File: src/rtl/lc3_fetch.sv
// -----------------------------------------------------------------------------
// lc3_fetch
//
// Instruction-fetch sequencer for the LC-3 datapath. It sits between the PC
// register and the memory read port. A start request from the control FSM
// captures the current PC and issues one memory read, with mem_en held until
// mem_ready is sampled high. The returned word is latched into the IR, and a
// one-cycle ld_pc/done pulse follows. During that pulse pcmux selects pc+1, so
// the PC register increments at the next edge.
//
// Optional feature (compile-time macro FETCH_TIMEOUT_EN):
//   When defined, a fetch that sees no mem_ready for TIMEOUT_CYCLES REQ cycles
//   is abandoned. This raises a one-cycle fetch_err pulse.
//   When undefined, REQ waits indefinitely and fetch_err is tied to 0.
//
// Parameters
//   IR_RESET_VAL    value loaded into ir on reset
//   TIMEOUT_CYCLES  REQ cycles without mem_ready before abort (2..255);
//                   only meaningful with FETCH_TIMEOUT_EN
//
// Ports
//   clk        in   1   system clock, rising edge
//   rst        in   1   asynchronous reset, active-low (0 = reset)
//   start      in   1   fetch request; honoured only in IDLE
//   flush      in   1   abort an outstanding fetch / invalidate ir
//   pc         in   16  current PC from the PC register
//   mem_addr   out  16  registered read address
//   mem_en     out  1   read request, held until mem_ready sampled high
//   mem_ready  in   1   mem_rdata valid this cycle
//   mem_rdata  in   16  read data from memory
//   ir         out  16  instruction register
//   ir_valid   out  1   ir holds a completed, unflushed fetch
//   ld_pc      out  1   PC load strobe, one-cycle pulse
//   pcmux      out  2   PC source select, always 2'b00 (pc+1)
//   done       out  1   one-cycle pulse: fetch complete, ir updated
//   busy       out  1   sequencer not in IDLE
//   fetch_err  out  1   one-cycle pulse on fetch timeout
// -----------------------------------------------------------------------------
module lc3_fetch #(
   parameter logic [15:0] IR_RESET_VAL   = 16'h0000,
   parameter int          TIMEOUT_CYCLES = 16
) (
   input  logic        clk,
   input  logic        rst,
   input  logic        start,
   input  logic        flush,
   input  logic [15:0] pc,
   output logic [15:0] mem_addr,
   output logic        mem_en,
   input  logic        mem_ready,
   input  logic [15:0] mem_rdata,
   output logic [15:0] ir,
   output logic        ir_valid,
   output logic        ld_pc,
   output logic [1:0]  pcmux,
   output logic        done,
   output logic        busy,
   output logic        fetch_err
);

   localparam logic [1:0] ST_IDLE = 2'd0;
   localparam logic [1:0] ST_REQ  = 2'd1;
   localparam logic [1:0] ST_DONE = 2'd2;

   logic [1:0] state;

`ifdef FETCH_TIMEOUT_EN
   // Last count value before the abort fires. The counter reaches it on the
   // TIMEOUT_CYCLES-th REQ cycle.
   localparam logic [7:0] TIMEOUT_LAST = 8'(TIMEOUT_CYCLES - 1);

   logic [7:0] wait_cnt;
   logic       fetch_err_q;

   assign fetch_err = fetch_err_q;
`else
   logic unused_timeout;

   assign unused_timeout = (TIMEOUT_CYCLES > 0);
   assign fetch_err      = 1'b0;
`endif

   // The PC always advances by one after a fetch; no other source is used.
   assign pcmux = 2'b00;

   always_ff @(posedge clk or negedge rst) begin
      if (!rst) begin
         state    <= ST_IDLE;
         mem_addr <= 16'h0000;
         mem_en   <= 1'b0;
         ir       <= IR_RESET_VAL;
         ir_valid <= 1'b0;
         ld_pc    <= 1'b0;
         done     <= 1'b0;
         busy     <= 1'b0;
`ifdef FETCH_TIMEOUT_EN
         wait_cnt    <= 8'd0;
         fetch_err_q <= 1'b0;
`endif
      end else begin
         // Strobes default low, so each one lasts only a single cycle.
         ld_pc <= 1'b0;
         done  <= 1'b0;
`ifdef FETCH_TIMEOUT_EN
         fetch_err_q <= 1'b0;
`endif
         case (state)
            ST_IDLE: begin
               // flush beats start: invalidate and stay idle.
               if (flush) begin
                  ir_valid <= 1'b0;
               end else if (start) begin
                  mem_addr <= pc;
                  mem_en   <= 1'b1;
                  ir_valid <= 1'b0;
                  busy     <= 1'b1;
                  state    <= ST_REQ;
`ifdef FETCH_TIMEOUT_EN
                  wait_cnt <= 8'd0;
`endif
               end
            end

            ST_REQ: begin
               // flush wins over a same-cycle mem_ready; ir keeps its old word.
               if (flush) begin
                  mem_en   <= 1'b0;
                  ir_valid <= 1'b0;
                  busy     <= 1'b0;
                  state    <= ST_IDLE;
               end else if (mem_ready) begin
                  ir       <= mem_rdata;
                  ir_valid <= 1'b1;
                  mem_en   <= 1'b0;
                  ld_pc    <= 1'b1;
                  done     <= 1'b1;
                  state    <= ST_DONE;
               end
`ifdef FETCH_TIMEOUT_EN
               else if (wait_cnt == TIMEOUT_LAST) begin
                  fetch_err_q <= 1'b1;
                  mem_en      <= 1'b0;
                  ir_valid    <= 1'b0;
                  busy        <= 1'b0;
                  state       <= ST_IDLE;
               end else begin
                  wait_cnt <= wait_cnt + 8'd1;
               end
`endif
            end

            ST_DONE: begin
               // The fetch is already committed, so the ld_pc/done pulse
               // finishes regardless of flush. A flush only drops ir_valid.
               if (flush) begin
                  ir_valid <= 1'b0;
               end
               busy  <= 1'b0;
               state <= ST_IDLE;
            end

            default: begin
               mem_en <= 1'b0;
               busy   <= 1'b0;
               state  <= ST_IDLE;
            end
         endcase
      end
   end

endmodule

File: config.mk
export PLATFORM = sky130hd
export DESIGN_NAME = lc3_fetch
export DESIGN_NICKNAME = d
export VERILOG_FILES = /design/src/rtl/lc3_fetch.sv
export SDC_FILE = /design/constraint.sdc
export NUM_CORES = 1
export LEC_CHECK = 0
export ABC_AREA = 1
export ABC_CLOCK_PERIOD_IN_PS = 1100
export CAP_MARGIN = 15
export CORE_ASPECT_RATIO = 0.7
export CORE_MARGIN = 3
export CORE_UTILIZATION = 36
export DETAILED_ROUTE_END_ITERATION = 10
export MAX_ROUTING_LAYER = met4
export PLACE_DENSITY = 0.86
export SLEW_MARGIN = 0
export SYNTH_ARGS = -nofsm -noshare
export SYNTH_HDL_FRONTEND = slang
export SYNTH_SLANG_ARGS = --single-unit
File: constraint.sdc
create_clock -name clk -period 1.1 [get_ports clk]
set_input_delay 0.165 -clock clk [delete_from_list [all_inputs] [get_ports clk]]
set_output_delay 0.165 -clock clk [all_outputs]
set_load 0.05 [all_outputs]
Word level (Yosys, flattened, before mapping). Index checks and enable logic that the tools add are counted.

Flip-flop bits (word level): 38. Latch bits: 0. Memory bits (writable): 0. Memory bits (read-only): 0. Input bits: 37. Logic and storage cells: 45. Memories: 0.

Add/subtract/negate cells: 0. $mul: 0. Divide/modulo/power cells: 0. $lt $le $gt $ge: 0. Equality and inequality tests: 8. Shift operators: 0. Muxes and demuxes: 20. Bitwise operators: 2. Reduce and logical (&&, ||, !) cells: 8.

Operator list (count): 1-bit two-way mux (12); 3-bit AND reduction (4); 2-bit two-way mux (4); 2-bit inequality test, second input constant (4); 4-bit AND reduction (2); 3-bit inequality test, second input constant (2); 1-bit one-hot mux with 3 select lines (2); 2-bit one-hot mux with 2 select lines (1); 3-bit nonzero test (1); 2-bit by 1-bit equality test with 1-bit output, second input constant (1); 2-bit equality test, second input constant (1); 2-bit zero test (1); 1-bit NOT (2); 1-bit one-hot mux with 2 select lines (1).

Logic depth before layout (Yosys ltp). Gate-level depths: netlist of the first run.

Word-level depth: 3. Gate-level depth with buffers: 7. Mapped depth without buffers: 6.

Worst setup path after synthesis of the first run. OpenSTA, ideal clock, no wires.

Kind: register -> register. Start: register state[1]. End: register mem_addr[11]. Arrival time: 1.024 ns. Data required time: 0.980 ns. Setup slack: -0.044 ns. Cell stages (with the launch flop): 6. Buffers on the path: 1. Cell sequence: dfrtp_1 > nor2_2 > nand3_4 > buf_6 > nand2_1 > o21ai_2.

Word-level cells in the longest chain between the ends: 2.

RTL lines: from (decl) (line 65) `logic [1:0] state;`; from (signal assigned) (line 88) `state <= ST_IDLE;`; from (signal assigned) (line 117) `state <= ST_REQ;`; from (signal assigned) (line 130) `state <= ST_IDLE;`; 2-bit zero test (line 107) `case (state)`; 3-bit AND reduction (no line); to (signal assigned) (line 113) `mem_addr <= pc;`; to (decl) (line 48) `output logic [15:0] mem_addr,`.

Every way passes these cells. A chain may end at the register's enable or synchronous reset.

Worst setup path in the final report of the first run.
Start: register state[1]. End: register ir[9].

Word-level cells in the longest chain between the ends: 2.

RTL lines: 2-bit by 1-bit equality test with 1-bit output (line 107); 3-bit AND reduction (no line); to (signal assigned) (line 132) `ir <= mem_rdata;`; to (decl) (line 52) `output logic [15:0] ir,`.

Every way passes these cells.

==> impl_results.md, run 1 <==
* Routed vias at between 1000 and 1500
* Initial drt markers at 37
* I/O pin count at 77
* Synth Area in Compound Gates at 0.0858
* GRT Util Overall at 0.162
* Tcrit/Tclk final at 1.10
* Crit end category: flop
* Worst hold slack at around 0.39 ns
* XOR/XNOR Fraction of Synth Area at 0
* Max-Cap Viols at 0
* Final setup vio count at 34
* CTS tree: yes
* Die width at slightly below 90 um
* R2R depth at 5
* Synthesized flop and latch total at 38
* Routed WL per cell at 13.0 um
* Synthesized instance count at about 170
* Largest family of logic cells by synthesized area: simple AND/OR/NAND/NOR gates
* Yosys top cell area share at 0.582
* Slew Limit Fails at 0
* Power per cell area at 1940 mW/mm^2
* Final wirelength at 4070 um
* Synth Area in Adders at 0
* Core ar. at 0.00414 mm^2
* Worst r2r dst: ir[9]
* Worst path cell trace: nor2_4 -> nand3_4 -> buf_8 -> nand2_2 -> nand2_1
* CTS buffer count at 5
* Via density per instance at between 4 and 5
* Reg2Reg Setup Slack at -0.11 ns
* GRT Residual Overflow at 0
* Worst Path Arrival at 1.38 ns
* Setup tns final at -2.65 ns
* Die Span Y at 62.4 um
* Initial antenna violation count at 0
* HP Class: in -> async
* Routed Antenna Nets at 0
* Length of the first detailed-routing pass in iterations at 4
* Ys flop type: dfrtp_1
* Worst-Skew Late Latency at approximately 0.28 ns
* Synth-to-layout area growth at 87.2%
* First-pass GRT wire length at ~6600 um
* Min Tclk post-route at 1.21 ns
* Fin. Hold Viols at 0
* FP Rows at 19
* Leak Pwr at approximately 1.5 nW
* Mapped Avg Cell Area at ~9.4 um^2
* Mapped cell area at 0.00163 mm^2
* Full die area at between 0.005 and 0.006 mm^2
* Violated checks: negative setup slack
* # H-tree levels at 2
* CP Max Fanout at 7
* Crit path buf inv count at 1
* Critical Path Start Type: flop
* Drt drc at 0
* Netlist cell types at 16
* Detail Placement HPWL at roughly 3000 um
* Synth cell count leaders: nand2_1 (81), dfrtp_1 (38), inv_1 (19)
* Fin area at approximately 0.0031 mm^2
* Crit path required time at between 1 and 1.5 ns
* Status: finished with violations
* Clk_skew at around 0.0034 ns
* CTS Sinks at 38
* Cell family with most CP delay: flip-flops
* Nets at 299
* Simple-gate area share of the yosys netlist at 0.229
* Asr flop ratio synth at 1.00
* Clock transition at the registers of the reported paths at around 0.070 ns
* F_max at slightly above 800 MHz
* Worst VDD drop at 0.00159 V
* Synth Warn # at 0
* # diodes at 0
* Final design utilization at 0.740
* Number of global-route vias before repair at between 1000 and 1500
* WS Path Type: reg -> reg
* Cell taking the most area after synthesis: dfrtp_1
* Post-synth EDFFs at 0
* Placed inst area at about 0.0028 mm^2
* Post-placement setup slack at -0.312 ns
* Top-count cell post-synth: nand2_1
* RSZ-0062 raised after global routing: true
* Largest net degree at the start of global routing at 39
* Final worst slack at -0.107 ns
* Post-synthesis mux area share at 0
* R2r startpoint: state[1]
* Share of layout cells above drive strength 1 at 0.406
* Starting Density at 0.395
* Top cells by area, synth: dfrtp_1 (58%), nand2_1 (19%), o21ai_2 (8.6%)
* Register area share after synthesis at 0.582
* GPL Wtd Cong at about 0.76
* Buffers added on ports at between 70 and 80
* CTS root buffer: clkbuf_8
* CP max-delay cell: dfrtp_2
* Longest Clk Path Bufs at 2
* Slowest stage delay, CP at 0.45 ns
## sequential cells by signal, summed over array words and instances (netlist names)
signal and flops:
busy 1, ir 16, mem_en 1, ir_valid 1
mem_addr 16, state 2, done 1
## layer usage
layer	vias up	global-route usage	wire length [um]
li1	689	-	-
met1	635	0.205	1670
met4	0	0.0467	35
met3	6	0.0501	275
met2	50	0.250	2090
met5	-	-	0
## through the flow
stage | std cells | power (mW)
after detailed placement | 302 | 4.95
after global routing | 313 | 6.19
after global placement | 302 | 4.89
final | 313 | 5.92
after CTS | 312 | 5.89
after floorplan | 176 | 3.29
## worst max path at each step
stage              endpoint  startpoint  slack (ns)  depth (start not counted)
3_3_place_gp          ir[9]       flush       -0.25                          6
3_5_place_dp         ir[14]       flush       -0.31                          6
6_report              ir[9]    state[1]       -0.11                          5
2_1_floorplan        ir[10]    state[0]      -0.002                          7
4_1_cts         mem_addr[7]    state[0]       -0.08                          6
5_1_grt        mem_addr[11]    state[0]       -0.15                          6
## report_power, final
group	internal [mW]	switching, mW
logic	1.45	1.51
registers	1.69	0.363
clock network	0.483	0.425
total	3.62	2.30
## final cells by class
type | count | area (um^2)
multi-input cells | 108 | 606
flip-flops and latches | 38 | 952
clock buffers | 6 | 82.6
well taps | 52 | 65.1
repair buffers | 88 | 1260
fillers | 291 | 1080
inverters | 21 | 91.3
## repair_timing
item	4_1_cts	5_1_grt
gates cloned	0	0
endpoints found under the hold margin	38	0
setup endpoints to repair	32	37
pin swaps	0	15
setup buffers	3	1
gates resized for setup	3	35
hold buffers	1	0
## worst reg2reg max path, delay by kind of cell, from the launching register on
kind          cells  cell delay, ns
flops             1            0.45
simple gates      4            0.43
buf+inv           1            0.22
## kinds of logic (layout without fill, tap and decap cells)
group | count (synthesis) | after routing
and+or+nand+nor | 89 | 89
DFF | 38 | 38
buffers and inverters | 30 | 115
AOI/OAI and AO/OA | 16 | 16
other | 1 | 3
## cell usage in the layout (no fill, tap or decap)
cell type,count
nand2_1,57
buf_12,39
dfrtp_1,37
clkdlybuf4s50_1,35
nand2_2,21
inv_1,18
o21ai_2,16
clkbuf_8,6
buf_4,6
buf_6,5
nand2_4,3
conb_1,3
inv_2,2
nor2_4,2
nand3_4,2
nor2_1,2
nand3_1,2
clkinv_8,1
dlygate4sd3_1,1
buf_2,1
buf_8,1
dfrtp_2,1
(Power assumes the default switching activity.)
==> inputs of run 2 (changes only) <==
--- a/config.mk
+++ b/config.mk
@@ -5,7 +5,6 @@
 export SDC_FILE = /design/constraint.sdc
 export NUM_CORES = 1
 export LEC_CHECK = 0
-export ABC_AREA = 1
 export ABC_CLOCK_PERIOD_IN_PS = 1100
 export CAP_MARGIN = 15
 export CORE_ASPECT_RATIO = 0.7
@@ -13,7 +12,7 @@
 export CORE_UTILIZATION = 36
 export DETAILED_ROUTE_END_ITERATION = 10
 export MAX_ROUTING_LAYER = met4
-export PLACE_DENSITY = 0.86
+export PLACE_DENSITY = 0.87
 export SLEW_MARGIN = 0
 export SYNTH_ARGS = -nofsm -noshare
 export SYNTH_HDL_FRONTEND = slang
==> run 2 against run 1 <==
Net effect: the run still ends with negative setup slack left; final cell count shrank 25%; combinational power grew 6%; synthesized area shrank 4.8%; sequential power is essentially flat; via count shrank 20%; synthesized cell count shrank 45%; non-clock buffer count shrank 2; hold slack lost 0.071 ns; die area shrank 4.4%.
==> impl_results.md, run 2 <==
* Status: finished with violations
* Violated checks: negative setup slack
* Synth Warn # at 0 (unchanged)
* Yosys top cell area share at 0.611 (+0.0295)
* WS Path Type: reg -> reg
* Synth-to-layout area growth at 88.9%
* CTS buffer count at 5 (unchanged)
* Length of the first detailed-routing pass in iterations at 4 (unchanged)
* Clk_skew at 0.0143 ns (+0.0109 ns)
* Worst VDD drop at 0.00143 V (-9.9%)
* Reg2Reg Setup Slack at -0.29 ns (-0.18 ns)
* Commonest cells after routing, fill and taps aside: buf_12 (39), dfrtp_1 (35), clkdlybuf4s50_1 (34), mux2_4 (16), mux2_2 (16)
* GRT Util Overall at 0.163 (+0.000935)
* Cell taking the most area after synthesis: dfrtp_1
* GRT busiest layer: met2
* GRT Residual Overflow at 0 (unchanged)
* Full die area at 0.00516 mm^2 (-4.4%)
* Sw power at 2.33 mW (+1.2%)
* Max-Cap Viols at 0 (unchanged)
* Top cells by area, synth: dfrtp_1 (61%), mux2_2 (17%), mux2_4 (7.7%)
* CTS Sinks at 38 (unchanged)
* Ys flop type: dfrtp_1
* GR Layer Usage met3 at 0.0651 (+0.0151)
* Power share of the combinational group at 0.506 (+0.005)
* Nets at 220 (-26%)
* Routed Antenna Nets at 0 (unchanged)
* Min Tclk post-route at 1.39 ns (+0.181 ns)
* Fin area at 0.00294 mm^2 (-4.0%)
* GPL Wtd Cong at 0.757 (-0.12%)
* Biggest regs: ir x16, mem_addr x16, state x2
* # H-tree levels at 2 (unchanged)
* Netlist cell types at 22 (+6)
* WHS Endpoint: state[1]
* Final worst slack at -0.288 ns (-0.181 ns)
* FP Rows at 19 (unchanged)
* Drt drc at 0 (unchanged)
* Critical Path Start Type: flop
* Synth cell count leaders: dfrtp_1 (38), mux2_2 (24), mux2_4 (8)
* Final wirelength at 4040 um (-0.66%)
* CP Max Fanout at 16 (+9)
* Clock Power Share at 0.159 (+0.006)
* Worst-Skew Late Latency at 0.29 ns (about the same)
* Fin cells at 236 (-25%)
* Longest Clk Path Bufs at 2 (unchanged)
* F_max at 721 MHz (-13%)
* Fillers at 242 (-17%)
* CTS root buffer: clkbuf_8
* Mapped cell area at 0.00156 mm^2 (-4.8%)
* Sw Ratio at 0.376 (-0.0125)
* Routed WL per cell at 17.1 um (+32%)
* Sequential Power Share at 0.335 (-0.011)
* Met2 Use GR at 0.288 (+0.0376)
* Mapped Avg Cell Area at 16.2 um^2 (+73%)
* Buffers added on ports at 73 (unchanged)
* Largest net degree at the start of global routing at 39 (unchanged)
* Hold wc startpoint: mem_ready
* R2r startpoint: state[0]
* Die Span Y at 61.0 um (-2.2%)
* Post-placement setup slack at -0.591 ns (-0.279 ns)
* First-pass GRT wire length at 6000 um (-8.8%)
* Tcrit/Tclk final at 1.26 (+0.164)
* Synthesized flop and latch total at 38 (unchanged)
* HP Class: in -> reg
* Initial antenna violation count at 0 (unchanged)
* Power per cell area at 2110 mW/mm^2 (+8.9%)
* Register area share after synthesis at 0.611 (+0.0295)
* Design Power at 6.20 mW (+4.6%)
* Worst hold slack at 0.319 ns (-0.0712 ns)
* Initial drt markers at 7 (-81%)
* Crit path required time at 1.26 ns (about the same)
* Routed vias at 1110 (-20%)
* Asr flop ratio synth at 1.00 (unchanged)
* Die width at 84.6 um (-2.3%)
* Setup tns final at -8.42 ns (-5.78 ns)
* R2R depth at 4 (-1)
* Number of global-route vias before repair at 1211 (-13%)
* Synthesized instance count at 96 (-45%)
* Grt met1 use at 0.168 (-0.0372)
* Pint at 3.87 mW (+6.7%)
* CTS tree: yes
* Post-synth EDFFs at 0 (unchanged)
* Final design utilization at 0.727 (-0.0126)
* Final setup vio count at 35 (+2.9%)
* I/O pin count at 77 (unchanged)
* Via density per instance at 4.70 (+6.7%)
* Fin. Hold Viols at 0 (unchanged)
* Detail Placement HPWL at 2800 um (-6.7%)
* RSZ-0062 raised after global routing: true
* Worst Path Arrival at 1.55 ns (+0.17 ns)
* Slew Limit Fails at 0 (unchanged)
* Starting Density at 0.385 (-0.0102)
* Commonest non-fill, non-tap cell in the layout: buf_12
* Clock transition at the registers of the reported paths at 0.08 ns (about the same)
* # diodes at 0 (unchanged)
* Placed inst area at 0.00273 mm^2 (-3.3%)
* Worst r2r dst: mem_addr[10]
* Core ar. at 0.00404 mm^2 (-2.3%)
* Leak Pwr at 1.30 nW (-14%)
* Hold Crit Depth at 4
* Crit end category: flop
* Share of layout cells above drive strength 1 at 0.538 (+0.132)
* Placed cells at 221 (-27%)
* Top-count cell post-synth: dfrtp_1
-- run 2: cell types whose count changed after synthesis, moves of 8 or more --
cell,previous run,this run
nand2_1,81,1
mux2_2,0,24
inv_1,19,1
o21ai_2,16,0
mux2_4,0,8
-- run 2: layout make-up --
class	count	area, um^2	area share
timing repair buffer	86	1240	0.422
sequential	38	955	0.325
tap	52	65.1	0.0221
clock buffer	6	82.6	0.0281
inverter	1	3.75	0.00128
clock inverter	2	12.5	0.00426
multi-input combinational	51	581	0.198
-- run 2: cell families after synthesis --
logic type	after synthesis	synth area share
DFF	38	0.611
muxes	32	0.251
and+or+nand+nor	12	0.0635
buffers and inverters	9	0.0507
AOI/OAI and AO/OA	4	0.0209
other	1	0.00241
-- run 2: routing by layer --
layer  up-vias  part of all wire
met5         -                 0
li1        501                 -
met1       547              0.38
met2        57              0.52
met3         5             0.086
met4         0             0.015
-- run 2: critical path, stage by stage (launching register included) --
cell      delay, ns
dfrtp_2        0.44
nand2b_4       0.16
nor3_4         0.14
buf_12         0.17
mux2_2         0.34
-- run 2: worst max path at each step --
stage | from | to | slack (ns) | depth (start not counted)
6_report | state[0] | mem_addr[10] | -0.29 | 4
5_1_grt | state[0] | mem_addr[6] | -0.34 | 4
4_1_cts | state[0] | mem_addr[10] | -0.30 | 4
3_5_place_dp | mem_ready | ir[15] | -0.59 | 5
3_3_place_gp | mem_ready | ir[15] | -0.52 | 5
2_1_floorplan | state[0] | ir[10] | -0.36 | 4
-- run 2: power groups by stage --
| stage | Combinational [mW] | Sequential [mW] | Clock (mW) |
|---|---|---|---|
| after floorplan | 0.427 | 2.98 | 0 |
| after CTS | 3.10 | 2.07 | 1.01 |
| after global placement | 3.02 | 2.06 | 0 |
| final | 3.14 | 2.08 | 0.983 |
| after global routing | 3.24 | 2.11 | 1.08 |
| after detailed placement | 3.07 | 2.09 | 0 |
-- run 2: repair_timing --
| action | in CTS | in global routing |
|---|---|---|
| setup buffers | 3 | 4 |
| gates resized for setup | 7 | 14 |
| pin swaps | 1 | 3 |
| hold endpoints to repair | 38 | 0 |
| hold buffers | 1 | 0 |
| endpoints found under the setup margin | 34 | 36 |
| cloned | 1 | 1 |
